--- src/rtl/ysyx_25030081_wbu.sv ---
// Writeback unit: round-robin EXU/LSU result arbiter, one-entry output
// register driving the RF write port, and the in-flight rd scoreboard.
module ysyx_25030081_wbu #(
    parameter int RF_ADDR_WIDTH = 5,
    parameter int DATA_WIDTH    = 32
) (
    input  logic                     clk,
    input  logic                     rst,
    input  logic                     iss_valid,
    input  logic [RF_ADDR_WIDTH-1:0] iss_rd,
    output logic                     iss_ready,
    input  logic [RF_ADDR_WIDTH-1:0] rs1,
    input  logic [RF_ADDR_WIDTH-1:0] rs2,
    output logic                     rs1_busy,
    output logic                     rs2_busy,
    input  logic                     exu_valid,
    output logic                     exu_ready,
    input  logic [RF_ADDR_WIDTH-1:0] exu_rd,
    input  logic [DATA_WIDTH-1:0]    exu_data,
    input  logic                     lsu_valid,
    output logic                     lsu_ready,
    input  logic [RF_ADDR_WIDTH-1:0] lsu_rd,
    input  logic [DATA_WIDTH-1:0]    lsu_data,
    output logic                     rf_wen,
    output logic [RF_ADDR_WIDTH-1:0] rf_waddr,
    output logic [DATA_WIDTH-1:0]    rf_wdata,
    output logic [31:0]              retire_cnt
);

    localparam int NREG = 1 << RF_ADDR_WIDTH;

    logic [NREG-1:0]          busy;
    logic [NREG-1:0]          busy_n;
    logic                     lg;
    logic                     wb_valid;
    logic [RF_ADDR_WIDTH-1:0] wb_rd;
    logic [DATA_WIDTH-1:0]    wb_data;
    logic                     iss_fire;
    logic                     exu_gnt;
    logic                     lsu_gnt;
    logic                     accept;

    // Hazard view and issue acceptance come from registered busy only
    always_comb begin
        iss_ready = ~busy[iss_rd];
        iss_fire  = iss_valid & iss_ready;
        rs1_busy  = busy[rs1];
        rs2_busy  = busy[rs2];
    end

    // Round-robin grant; a tie goes to the port that did not win last
    always_comb begin
        exu_gnt   = exu_valid & (~lsu_valid | lg);
        lsu_gnt   = lsu_valid & (~exu_valid | ~lg);
        exu_ready = exu_gnt;
        lsu_ready = lsu_gnt;
        accept    = exu_gnt | lsu_gnt;
    end

    // Scoreboard update: commit clears, issue sets, x0 never busy
    always_comb begin
        busy_n = busy;
        if (wb_valid)
            busy_n[wb_rd] = 1'b0;
        if (iss_fire && (iss_rd != '0))
            busy_n[iss_rd] = 1'b1;
        busy_n[0] = 1'b0;
    end

    // Commit port is a straight view of the output register
    always_comb begin
        rf_wen   = wb_valid & (wb_rd != '0);
        rf_waddr = wb_rd;
        rf_wdata = wb_data;
    end

    // State: scoreboard, arbiter pointer, output register, retire counter
    always_ff @(posedge clk) begin
        if (rst) begin
            busy       <= '0;
            lg         <= 1'b1;
            wb_valid   <= 1'b0;
            wb_rd      <= '0;
            wb_data    <= '0;
            retire_cnt <= '0;
        end else begin
            busy     <= busy_n;
            wb_valid <= accept;
            if (exu_valid && lsu_valid)
                lg <= lsu_gnt;
            if (accept) begin
                wb_rd   <= exu_gnt ? exu_rd : lsu_rd;
                wb_data <= exu_gnt ? exu_data : lsu_data;
            end
            if (wb_valid)
                retire_cnt <= retire_cnt + 32'd1;
        end
    end

endmodule

--- config.mk ---
export PLATFORM = sky130hd
export DESIGN_NAME = ysyx_25030081_wbu
export DESIGN_NICKNAME = d
export VERILOG_FILES = /design/src/rtl/ysyx_25030081_wbu.sv
export SDC_FILE = /design/constraint.sdc
export NUM_CORES = 1
export LEC_CHECK = 0
export BUFFER_PORTS_ARGS = -buffer_cell sky130_fd_sc_hd__buf_2
export CAP_MARGIN = 20
export CORE_ASPECT_RATIO = 0.6
export CORE_UTILIZATION = 47
export DETAILED_ROUTE_END_ITERATION = 8
export GPL_ROUTABILITY_DRIVEN = 0
export MAX_ROUTING_LAYER = met4
export PLACE_DENSITY = 0.77
export SLEW_MARGIN = 40
export SYNTH_ARGS = -nofsm -noshare
export SYNTH_HDL_FRONTEND = slang
export SYNTH_SLANG_ARGS = --single-unit
--- constraint.sdc ---
create_clock -name clk -period 2.14 [get_ports clk]
set_clock_uncertainty 0.1 [all_clocks]
set_input_delay 0.428 -clock clk [delete_from_list [all_inputs] [get_ports clk]]
set_output_delay 0.428 -clock clk [all_outputs]
set_load 0.02 [all_outputs]
Yosys cells after proc, flatten, opt, wreduce, memory -nomap -nowiden. Cells that the tools add are included.

$add $sub $neg: 1. Reductions and logical operators: 6. Multiplexer cells: 14. Magnitude comparators: 6. Bitwise operators: 14.

Operator list (number): 32-bit 2-to-1 mux (3); 32-bit by 1-bit adder with 32-bit output, second input constant (1); 32-bit bitwise AND (1); 32-bit NOT (1); 32-bit OR (1); 5-bit by 6-bit < comparator with 1-bit output, second input constant (4); 1-bit binary-select mux with 5-bit select (3); 1-bit demux with 5-bit select (2); 5-bit by 1-bit greater-or-equal comparator with 1-bit output, second input constant (2); 5-bit nonzero test (2); 1-bit 2-to-1 mux (5); 5-bit 2-to-1 mux (1); 1-bit bitwise AND (4); 1-bit logical AND (4); 1-bit NOT (4); 1-bit OR (3).

Output and inout port bits: 75. Bits in registers: 103. Word-level logic and storage cells: 48. Input port bits: 94.

Longest topological paths before layout. Gate-level depths: netlist of run 1.

Word-level depth: 9. Mapped depth: 7. Gate-level depth less buffers: 6.

Worst setup path after synthesis of run 1. OpenSTA, ideal clock, no wires.

Kind: input-to-output. From: input port iss_rd[1]. To: output port iss_ready. Setup slack: -400 ps. Arrival time: 2012 ps. Buffers on the path: 1. Required time: 1612 ps. Cell stages on the path: 6. Path through: clkbuf_1 mux4_2 and3_4 a211oi_4 nand3_1 a21oi_1.

Word-level cells in the longest chain between the ends: 3.

Ends and longest elaborated chain: from (decl) (line 10) `input logic [RF_ADDR_WIDTH-1:0] iss_rd,`; 1-bit binary-select mux with 5-bit select (line 45) `iss_ready = ~busy[iss_rd];`; 1-bit 2-to-1 mux (not written as such) (line 45); 1-bit NOT (line 45); to (decl) (line 11) `output logic iss_ready,`.

No other way between the ends. The select of a mux whose other input is x is not followed.

Worst setup path in the final report of run 1.
From: register busy[11]. To: output port iss_ready.

Word-level cells in the longest chain between the ends: 3.

Ends and longest elaborated chain: from (decl) (line 32) `logic [NREG-1:0] busy;`; from (signal assigned) (line 87) `busy <= busy_n;`; 1-bit binary-select mux with 5-bit select (line 45); 1-bit 2-to-1 mux (not written as such) (line 45); 1-bit NOT (line 45).

No other way between the ends. The select of a mux whose other input is x is not followed.

==> summary.txt, run 1 <==
STA
  • Fmax: roughly 410 MHz
  • Final worst setup slack: -283 ps
  • Final hold violations: 0
  • Final period utilization: 113%
  • Relative slew slack: a little under three fifths
  • Final min period: 2420 ps
  • Setup Viol. Count Final: 3
  • Final Max Tran Viols: 0
  • RSZ-0062 raised after global routing: yes
  • Slew @ Worst Pin: approximately 670 ps

Setup path
  • CP required: about 1600 ps
  • Critical path type: reg2out
  • Worst Setup End Kind: output pin
  • CP arrival: 1900 ps
  • Crit Path Max Fanout: 2
  • Critical path startpoint category: flip-flop

Logic synthesis
  • Asr flop ratio synth: 0%
  • Number of synthesized flops with an enable pin: 0
  • Synth cell types: 51
  • Most frequent cells after synthesis: dfxtp_1, nor2_1, nand2_1
  • Top-count cell post-synth: dfxtp_1
  • Top FF cell, synth: dfxtp_1
  • Synthesized flop and latch total: slightly above 100
  • Most area-hungry cell type in the Yosys netlist: dfxtp_1
  • Ys Warns: 0
  • Post-Syn Nets: around 800
  • Post-synthesis average cell area: between 8 and 9 sq um
  • Cell Area, Synth: ~5700 sq um
  • Top post-synthesis cells by area: dfxtp_1, o221a_2, nor2_1, a21oi_1, nand2_1
  • Post-synthesis sequential area ratio: about 36%
  • Post-synth top area share: 35.8%
  • Post-Synthesis Cells: roughly 700

Floorplanning
  • Die ar.: around 13000 sq um
  • Die X: around 140 um
  • Std-Cell Rows: 30
  • Core area: between 10000 and 15000 sq um
  • # IOs: about 170
  • Initial Utilization: approximately half
  • Die height: around 87 um

Layout
  • Area Growth Syn to Fin: 29.2%
  • Final Util: 63.8%
  • Fill cells: ~1.0k
  • Ratio of cells with drive above 1 in the final layout: 34.2%
  • Final std cells w/o fill: 1045
  • NumNets Final: 975
  • Antenna Cells: 0

Place
  • Hpwl dp: around 13000 um
  • Placed cells: between 1k and 1.5k
  • Number of buffers added on ports: about 170

Power and ir drop
  • Clock share of power: 37.9%
  • Power Total: around 4.6 mW
  • Seq pwr share: approximately 45%
  • Combinational share of power: between 10% and 20%
  • VDD IR max: ~0.37 mV
  • Internal power: roughly 3.3 mW
  • Pleak: approximately 3.3 nW
  • Switching Share: 28.4%
  • PD cells: 620 nW/um^2
  • NetSw: 1.30 mW

Clock network
  • Clock transition at the registers of the reported paths: ~70 ps
  • Latest clock arrival within the worst-skew pair: between 300 and 400 ps
  • CTS Buffer Depth: 2
  • CTS Buf Count: 9
  • TritonCTS clock tree: built
  • Sink Count: 102
  • # H-tree levels: 3
  • CTS Hold Bufs: 0
  • Setup bufs post-CTS: 0
  • Root Buffer Master: clkbuf_16

Hold path
  • Hold crit path type: in2reg

Run
  • Max_cap viols: 0

Global route
  • Vias in the first global route: 5181
  • GR Util All Layers: slightly below 30%
  • First-pass GRT wire length: around 27000 um
  • Initial antenna violation count: 0
  • GRT Residual Overflow: 0
  • Largest net degree at the start of global routing: 94

Detailed routing
  • DR vias/cell: 5.71
  • DR DRC count: 0
  • Pre-antenna DRT Iters: 6
  • Remaining antenna violation count after routing: 0
  • DR WL/cell: ~17 um
  • Via Count: around 6.0k
  • Detailed Route WL: about 18000 um
  • DR iter-0 viols: just under 500

Run status
  • Outcome: complete, but fails checks
  • Failing checks: negative setup slack
power groups by stage:
stage          Sequential (mW)  Clock, mW  Combinational, mW
2_1_floorplan             2.14          0              0.422
4_1_cts                   2.03       1.77              0.795
3_5_place_dp              2.07          0              0.782
6_report                  2.03       1.73              0.809
3_3_place_gp              2.08          0              0.771
5_1_grt                   2.04       1.84              0.877
stage by stage:
stage	setup TNS (ps)	cell area [sq um]	hold slack [ps]	worst slack, ps
2_1_floorplan	-242	5750	370	-242
3_3_place_gp	-837	6990	379	-347
3_5_place_dp	-1140	6990	383	-346
4_1_cts	-700	7360	224	-268
5_1_grt	-876	7370	244	-352
6_report	-679	7370	236	-283
cell usage in the layout, fill, tap and decap left out, types with 7 or more instances in the layout:
cell,n
buf_2,164
dfxtp_1,96
nor2_1,81
nand2_1,59
buf_4,52
a21oi_1,44
a31oi_1,34
inv_1,33
o221a_2,30
o21ai_1,25
xor2_1,25
nor2b_1,23
nand3_1,23
mux2i_1,22
nand3b_1,21
o21ai_0,17
nand4_1,14
clkbuf_16,9
nand3_2,8
and3_1,7
a311oi_1,7
sequential cells by signal (all words and copies together) (netlist names):
signal and cells:
retire_cnt 32, rf_wdata 32, busy 31, rf_waddr 5, lg 1, wb_valid 1
critical path: stages (launching register included):
cell and delay (ps):
dfxtp_2 320, mux4_2 450, and3_4 170, a211oi_4 190, nand3_2 140, a21oi_4 140
buf_6 130
cell type report:
cell class | count | area, sq um | area share (%)
Clock inverter | 6 | 75.1 | 1.02
Sequential cell | 102 | 2050 | 27.8
Timing Repair Buffer | 222 | 1310 | 17.7
Multi-Input combinational cell | 507 | 3360 | 45.6
Tap cell | 160 | 200 | 2.72
Inverter | 38 | 143 | 1.93
Clock buffer | 10 | 239 | 3.24
repair_timing:
item,CTS,global route
endpoints found under the setup margin,3,3
resized for setup,19,7
pin swaps,4,1
logic make-up (layout without fill, tap and decap cells):
group	after synthesis	after routing	share of synthesized area, %
AND/OR/NAND/NOR	266	266	23.6
AO/OA/AOI/OAI	177	177	21.6
flip-flops	102	102	35.8
buffers and inverters	94	276	6.42
multiplexers	34	34	7.94
XOR/XNOR	29	29	4.45
adder cells (fa/ha/maj)	1	1	0.219
path summary, 6_finish.rpt:
check | slack [ps] | start | depth (start not counted) | end
worst min-delay path | 240 | lsu_data[31] | 3 | rf_wdata[31]
worst max register to register | 190 | retire_cnt[4] | 5 | retire_cnt[31]
worst max-delay path | -280 | busy[11] | 6 | iss_ready
worst min register to register | 400 | rf_wdata[30] | 2 | rf_wdata[30]
per-layer routing:
metal  track usage [%]  up-vias  share of wire, %
li1                  -     2878                 -
met1              43.0     2756                49
met2              38.7      324                39
met3              9.68        7                11
met4              4.59        0              0.53
met5                 -        -                 0
Power figures use the tool's default switching activity.
==> run 2, diff against run 1 <==
--- a/config.mk
+++ b/config.mk
@@ -13,6 +13,7 @@
 export GPL_ROUTABILITY_DRIVEN = 0
 export MAX_ROUTING_LAYER = met4
 export PLACE_DENSITY = 0.77
+export SETUP_SLACK_MARGIN = 0.3
 export SLEW_MARGIN = 40
 export SYNTH_ARGS = -nofsm -noshare
 export SYNTH_HDL_FRONTEND = slang
==> summary.txt, run 2 (synthesis gave the netlist of run 1 again) <==
Layout
  • Commonest cells after routing, fill and taps aside: buf_2, dfxtp_1, nor2_1
  • Antenna Cells: 0 (unchanged)
  • NumNets Final: 979 (+0.41%)
  • Final Util: 64.8% (+1.0 points)
  • Most common cell after layout, fill and taps aside: buf_2
  • Final std cells w/o fill: 1049 (+0.38%)
  • Area Growth Syn to Fin: 31.2%
  • Ratio of cells with drive above 1 in the final layout: 36.3% (+2.1 points)

Setup path
  • Critical path startpoint category: flip-flop
  • CP max-delay cell: mux4_2
  • Crit-path leading delay family: multiplexers
  • CP required: 1610 ps (about the same)
  • CP arrival: 1900 ps (about the same)
  • CP Buf/Inv Count: 1 (unchanged)
  • Crit. path cell count: 6 (unchanged)
  • Reg-to-reg slack, setup: 330 ps (+140 ps)
  • Worst R2R End: busy[8]
  • Crit-path cells: mux4_2 -> mux2_2 -> nand3_1 -> nand3_2 -> a21oi_4 -> buf_6
  • Worst Setup End Kind: output pin
  • Critical path type: reg2out
  • Worst reg-to-reg path cell count: 6 (+1)
  • Worst Setup SP: busy[13]
  • Crit path to: iss_ready
  • Crit Path Max Fanout: 2 (unchanged)
  • CP max stage delay: 470 ps (+20 ps)
  • Reg-to-Reg Start: busy[11]

Global route
  • GRT Residual Overflow: 0 (unchanged)
  • First-pass GRT wire length: 27300 um (+0.25%)
  • Largest net degree at the start of global routing: 95 (+1.1%)
  • Initial antenna violation count: 0 (unchanged)
  • GR Util All Layers: 29.1% (-0.27 points)
  • Vias in the first global route: 5361 (+3.5%)

STA
  • Final worst setup slack: -293 ps (-9.58 ps)
  • Final Max Tran Viols: 0 (unchanged)
  • Slew @ Worst Pin: 687 ps (+18.1 ps)
  • Fmax: 411 MHz (-0.39%)
  • Final min period: 2430 ps (+9.58 ps)
  • Relative slew slack: 54.1% (-1.2 points)
  • Final period utilization: 114% (+0.45 points)
  • RSZ-0062 raised after global routing: yes
  • Final hold violations: 0 (unchanged)
  • Final TNS setup: -749 ps (-69.3 ps)
  • Setup Viol. Count Final: 3 (unchanged)

Hold path
  • Hold crit path type: in2reg

Floorplanning
  • # IOs: 169 (unchanged)
  • Die X: 144 um (unchanged)
  • Initial Utilization: 49.4% (unchanged)
  • Die height: 87.4 um (unchanged)
  • Std-Cell Rows: 30 (unchanged)
  • Die ar.: 12600 sq um (unchanged)
  • Core area: 11600 sq um (unchanged)

Detailed routing
  • Via Count: 5941 (-0.40%)
  • DR vias/cell: 5.66 (-0.78%)
  • Remaining antenna violation count after routing: 0 (unchanged)
  • DR DRC count: 0 (unchanged)
  • Detailed Route WL: 17400 um (-1.5%)
  • DR iter-0 viols: 589 (+19%)
  • Pre-antenna DRT Iters: 5 (-1)
  • DR WL/cell: 16.6 um (-1.9%)

Power and ir drop
  • Pleak: 3.33 nW (+1.6%)
  • Power Total: 4.69 mW (+2.4%)
  • PD cells: 626 nW/um^2 (+0.86%)
  • VDD IR max: 0.402 mV (+7.3%)

Clock network
  • # H-tree levels: 3 (unchanged)
  • Latest clock arrival within the worst-skew pair: 350 ps (about the same)
  • CTS Buffer Depth: 2 (unchanged)
  • TritonCTS clock tree: built
  • Clock transition at the registers of the reported paths: 70 ps (about the same)
  • CTS Buf Count: 9 (unchanged)
  • Sink Count: 102 (unchanged)
  • Root Buffer Master: clkbuf_16
  • CTS Hold Bufs: 0 (unchanged)

Place
  • Placed cells: 1031 (+0.19%)
  • Hpwl dp: 12800 um (-2.0%)
  • Number of buffers added on ports: 168 (unchanged)

Run status
  • Outcome: complete, but fails checks
  • Failing checks: negative setup slack

Run
  • Max_cap viols: 0 (unchanged)
[run 2: power breakdown]
group | total [mW] | internal, mW | leakage, nW | switching (mW)
clock | 1.83 | 1.12 | 0.166 | 0.711
sequential | 2.04 | 1.97 | 0.838 | 0.0606
combinational | 0.821 | 0.348 | 2.32 | 0.473
total | 4.69 | 3.44 | 3.33 | 1.24
[run 2: per-layer routing]
| metal | wire [um] | part of all wire (%) | track usage [%] |
|---|---|---|---|
| met5 | 0 | 0 | - |
| met4 | 191 | 1.1 | 8.42 |
| met3 | 1720 | 9.9 | 8.69 |
| met2 | 7290 | 42 | 39.7 |
| met1 | 8240 | 47 | 40.7 |
[run 2: what timing repair did]
action	4_1_cts	5_1_grt
resized for setup	15	21
setup buffers	0	2
setup endpoints to repair	18	32
pin swaps	5	4
endpoints found under the hold margin	0	0
[run 2: per-stage QoR]
step / hold WS, ps / setup slack (ps) / instance area, sq um
global placement: 376 / -368 / 7050
global route: 237 / -332 / 7490
CTS: 229 / -292 / 7410
floorplan: 369 / -241 / 5810
finish: 233 / -293 / 7490
detailed placement: 374 / -383 / 7050
[run 2: final cells by class]
| cell class | instances | area (sq um) |
|---|---|---|
| Clock buffer | 13 | 270 |
| Inverter | 38 | 146 |
| Sequential cell | 102 | 2060 |
| Fill cell | 1009 | 4070 |
| Timing Repair Buffer | 226 | 1350 |
| Clock inverter | 3 | 65.1 |
| Tap cell | 160 | 200 |
| Multi-Input combinational cell | 507 | 3400 |
[run 2: worst min-delay path by stage]
stage	start	to	slack, ps	cells past startpoint
after detailed placement	rf_wdata[31]	rf_wdata[31]	370	2
after global routing	lsu_rd[3]	rf_waddr[3]	240	3
after global placement	rf_wdata[31]	rf_wdata[31]	380	2
after CTS	lsu_rd[2]	rf_waddr[2]	230	3
final	lsu_rd[0]	rf_waddr[0]	230	3
after floorplan	busy[4]	busy[4]	370	2
[run 2: worst reg2reg max path: cells and delay by family (launching register included)]
kind | cells | cell delay, ps
and+or+nand+nor | 2 | 300
muxes | 1 | 460
AOI/OAI and AO/OA | 2 | 360
buffers and inverters | 1 | 200
DFF | 1 | 320
==> run 3, diff against run 2 <==
--- a/config.mk
+++ b/config.mk
@@ -5,6 +5,7 @@
 export SDC_FILE = /design/constraint.sdc
 export NUM_CORES = 1
 export LEC_CHECK = 0
+export ABC_AREA = 1
 export BUFFER_PORTS_ARGS = -buffer_cell sky130_fd_sc_hd__buf_2
 export CAP_MARGIN = 20
 export CORE_ASPECT_RATIO = 0.6
==> summary.txt, run 3 <==
Logic synthesis
  • Top-count cell post-synth: nand2_1
  • Post-synth top area share: 36.5% (+0.76 points)
  • Synth cell types: 29 (-43%)
  • Post-synthesis average cell area: 6.35 sq um (-22%)
  • Top post-synthesis cells by area: dfxtp_1, nand2_1, o21ai_0, a21oi_1, nor2_1
  • Post-Synthesis Cells: 880 (+25%)
  • Most frequent cells after synthesis: nand2_1, o21ai_0, dfxtp_1
  • Cell Area, Synth: 5590 sq um (-2.1%)
  • Post-Syn Nets: 975 (+22%)
  • Most area-hungry cell type in the Yosys netlist: dfxtp_1
  • Post-synthesis sequential area ratio: 36.5% (+0.76 points)
  • Synthesized flop and latch total: 102 (unchanged)
  • Ys Warns: 0 (unchanged)
  • Number of synthesized flops with an enable pin: 0 (unchanged)
  • Asr flop ratio synth: 0% (unchanged)
  • Top FF cell, synth: dfxtp_1

Setup path
  • CP arrival: 1610 ps (-290 ps)
  • Worst reg-to-reg path cell count: 14 (+8)
  • CP required: 1610 ps (about the same)
  • Reg-to-reg slack, setup: 260 ps (-70 ps)
  • Crit Path Max Fanout: 15 (+13)
  • Critical path startpoint category: input pin
  • Reg-to-Reg Start: busy[17]
  • Critical path type: in2out
  • Worst R2R End: busy[13]
  • Worst Setup End Kind: output pin

Floorplanning
  • Die height: 86.5 um (-1.0%)
  • Initial Utilization: 48.8% (-0.55 points)
  • # IOs: 169 (unchanged)
  • Std-Cell Rows: 30 (unchanged)
  • Core area: 11400 sq um (-0.97%)
  • Die ar.: 12300 sq um (-2.0%)
  • Die X: 143 um (-1.0%)

Layout
  • Multi-input logic area: 3360 sq um (-1.3%)
  • Antenna Cells: 0 (unchanged)
  • Commonest cells after routing, fill and taps aside: nand2_1, buf_2, o21ai_0
  • Reg area: 2080 sq um (+1.1%)
  • Ratio of cells with drive above 1 in the final layout: 29.9% (-6.4 points)
  • Fill cells: 1016 (+0.69%)
  • Most common cell after layout, fill and taps aside: nand2_1
  • Design Area, Final: 7760 sq um (+3.7%)
  • NumNets Final: 1174 (+20%)
  • Area Growth Syn to Fin: 39.0%

STA
  • Final hold violations: 0 (unchanged)
  • Final Max Tran Viols: 0 (unchanged)
  • Fin Hold WS: 231 ps (-1.86 ps)
  • Final worst setup slack: 6.07 ps (+299 ps)
  • RSZ-0062 raised after global routing: yes
  • Fmax: 469 MHz (+14%)
  • Final period utilization: 99.7% (-14 points)
  • Setup Viol. Count Final: 0 (-3)
  • Slew @ Worst Pin: 462 ps (-225 ps)
  • Final min period: 2130 ps (-299 ps)
  • Relative slew slack: 69.1% (+15 points)

Place
  • Post-DP Area: 6830 sq um (-3.1%)
  • Pre-CTS WS: -80.2 ps (+303 ps)
  • Number of buffers added on ports: 168 (unchanged)
  • Hpwl dp: 13900 um (+8.5%)

Power and ir drop
  • PD cells: 588 nW/um^2 (-6.1%)
  • VDD IR max: 0.435 mV (+8.0%)
  • Power Total: 4.56 mW (-2.7%)
  • Pleak: 3.46 nW (+4.0%)

Global route
  • Vias in the first global route: 5787 (+7.9%)
  • First-pass GRT wire length: 29700 um (+8.8%)
  • Largest net degree at the start of global routing: 82 (-14%)
  • GR Util All Layers: 31.7% (+2.6 points)
  • Initial antenna violation count: 0 (unchanged)
  • GRT Residual Overflow: 0 (unchanged)

Hold path
  • Hold crit path type: in2reg
  • Min-Delay Startpoint: lsu_rd[2]
  • Worst hold path endpoint: rf_waddr[2]
  • Hold path depth: 3 (unchanged)

Detailed routing
  • DR DRC count: 0 (unchanged)
  • DR vias/cell: 5.55 (-2.0%)
  • Via Count: 6903 (+16%)
  • Remaining antenna violation count after routing: 0 (unchanged)
  • Pre-antenna DRT Iters: 5 (unchanged)
  • DR iter-0 viols: 784 (+33%)
  • Detailed Route WL: 19600 um (+12%)
  • DR WL/cell: 15.8 um (-5.2%)

Clock network
  • # H-tree levels: 3 (unchanged)
  • CTS Hold Bufs: 0 (unchanged)
  • Latest clock arrival within the worst-skew pair: 340 ps (about the same)
  • Root Buffer Master: clkbuf_16
  • CTS Buffer Depth: 2 (unchanged)
  • TritonCTS clock tree: built
  • Clock transition at the registers of the reported paths: 70 ps (about the same)
  • CTS Buf Count: 9 (unchanged)
  • Sink Count: 102 (unchanged)

Run
  • Max_cap viols: 0 (unchanged)

Run status
  • Outcome: completed
## run 3: cell count changes after synthesis, moves of 24 or more
cell and delta:
inv_1 +32, o21ai_0 +89, nand3_1 +41, nand2_1 +173
a21oi_1 +39, o21ai_1 -24, o221a_2 -30, a31oi_1 -27
## run 3: final cells by class
cell class | instances | share of cell area, %
clock buffers | 10 | 3.08
clock inverters | 6 | 0.645
inverters | 68 | 3.66
multi-input cells | 670 | 43.3
flip-flops and latches | 102 | 26.8
well taps | 160 | 2.58
repair buffers | 227 | 19.9
repair inverters | 1 | 0.0645
## run 3: per-stage QoR
step,utilization [%],cells,setup TNS [ps]
2_1_floorplan,-,880,0
3_3_place_gp,59.6,1210,-80.7
3_5_place_dp,59.6,1210,-138
4_1_cts,64.1,1233,0
5_1_grt,67.8,1244,-53.8
6_report,67.8,1244,0
## run 3: worst max-delay path, cell delays in order
cell,delay (ps)
buf_4,100
clkinvlp_4,90
buf_12,150
o21ai_0,200
o221ai_1,160
nand3_1,120
nand3_1,70
o21a_1,130
buf_6,130
## run 3: cell families (layout without fill, tap and decap cells)
| group | after synthesis | after routing | share of synthesized area [%] |
|---|---|---|---|
| AOI/OAI and AO/OA | 222 | 222 | 21.2 |
| DFF | 102 | 102 | 36.5 |
| buffers and inverters | 108 | 312 | 7.97 |
| and+or+nand+nor | 436 | 436 | 32.3 |
| adders and majority gates | 1 | 1 | 0.224 |
| xor gates and xnor gates | 11 | 11 | 1.72 |
## run 3: where the power goes
part | total (mW) | internal (mW) | leakage, nW | switching [mW]
clock | 1.61 | 0.841 | 0.142 | 0.766
sequential | 2.03 | 1.97 | 0.843 | 0.0605
combinational | 0.925 | 0.373 | 2.47 | 0.552
total | 4.56 | 3.18 | 3.46 | 1.38
## run 3: worst max path at each step
stage | startpoint | to | slack [ps]
final | rs1[0] | rs1_busy | 6
after global routing | busy[10] | rs1_busy | -30
after CTS | rs2[0] | rs2_busy | 8
after detailed placement | rs2[0] | rs2_busy | -80
after global placement | rs1[0] | rs1_busy | -60
after floorplan | rs1[0] | rs1_busy | 270
## run 3: what timing repair did
| action | CTS | global route |
|---|---|---|
| setup buffers | 5 | 6 |
| cloned | 2 | 5 |
| setup endpoints to repair | 10 | 46 |
| resized for setup | 45 | 89 |
| pin swaps | 12 | 23 |
| endpoints found under the hold margin | 0 | 0 |
## run 3: routing by layer
metal | wire length (um) | GRT usage, %
met1 | 8910 | 45.5
met2 | 8220 | 44.8
met3 | 2310 | 7.96
met4 | 164 | 5.38
met5 | 0 | -
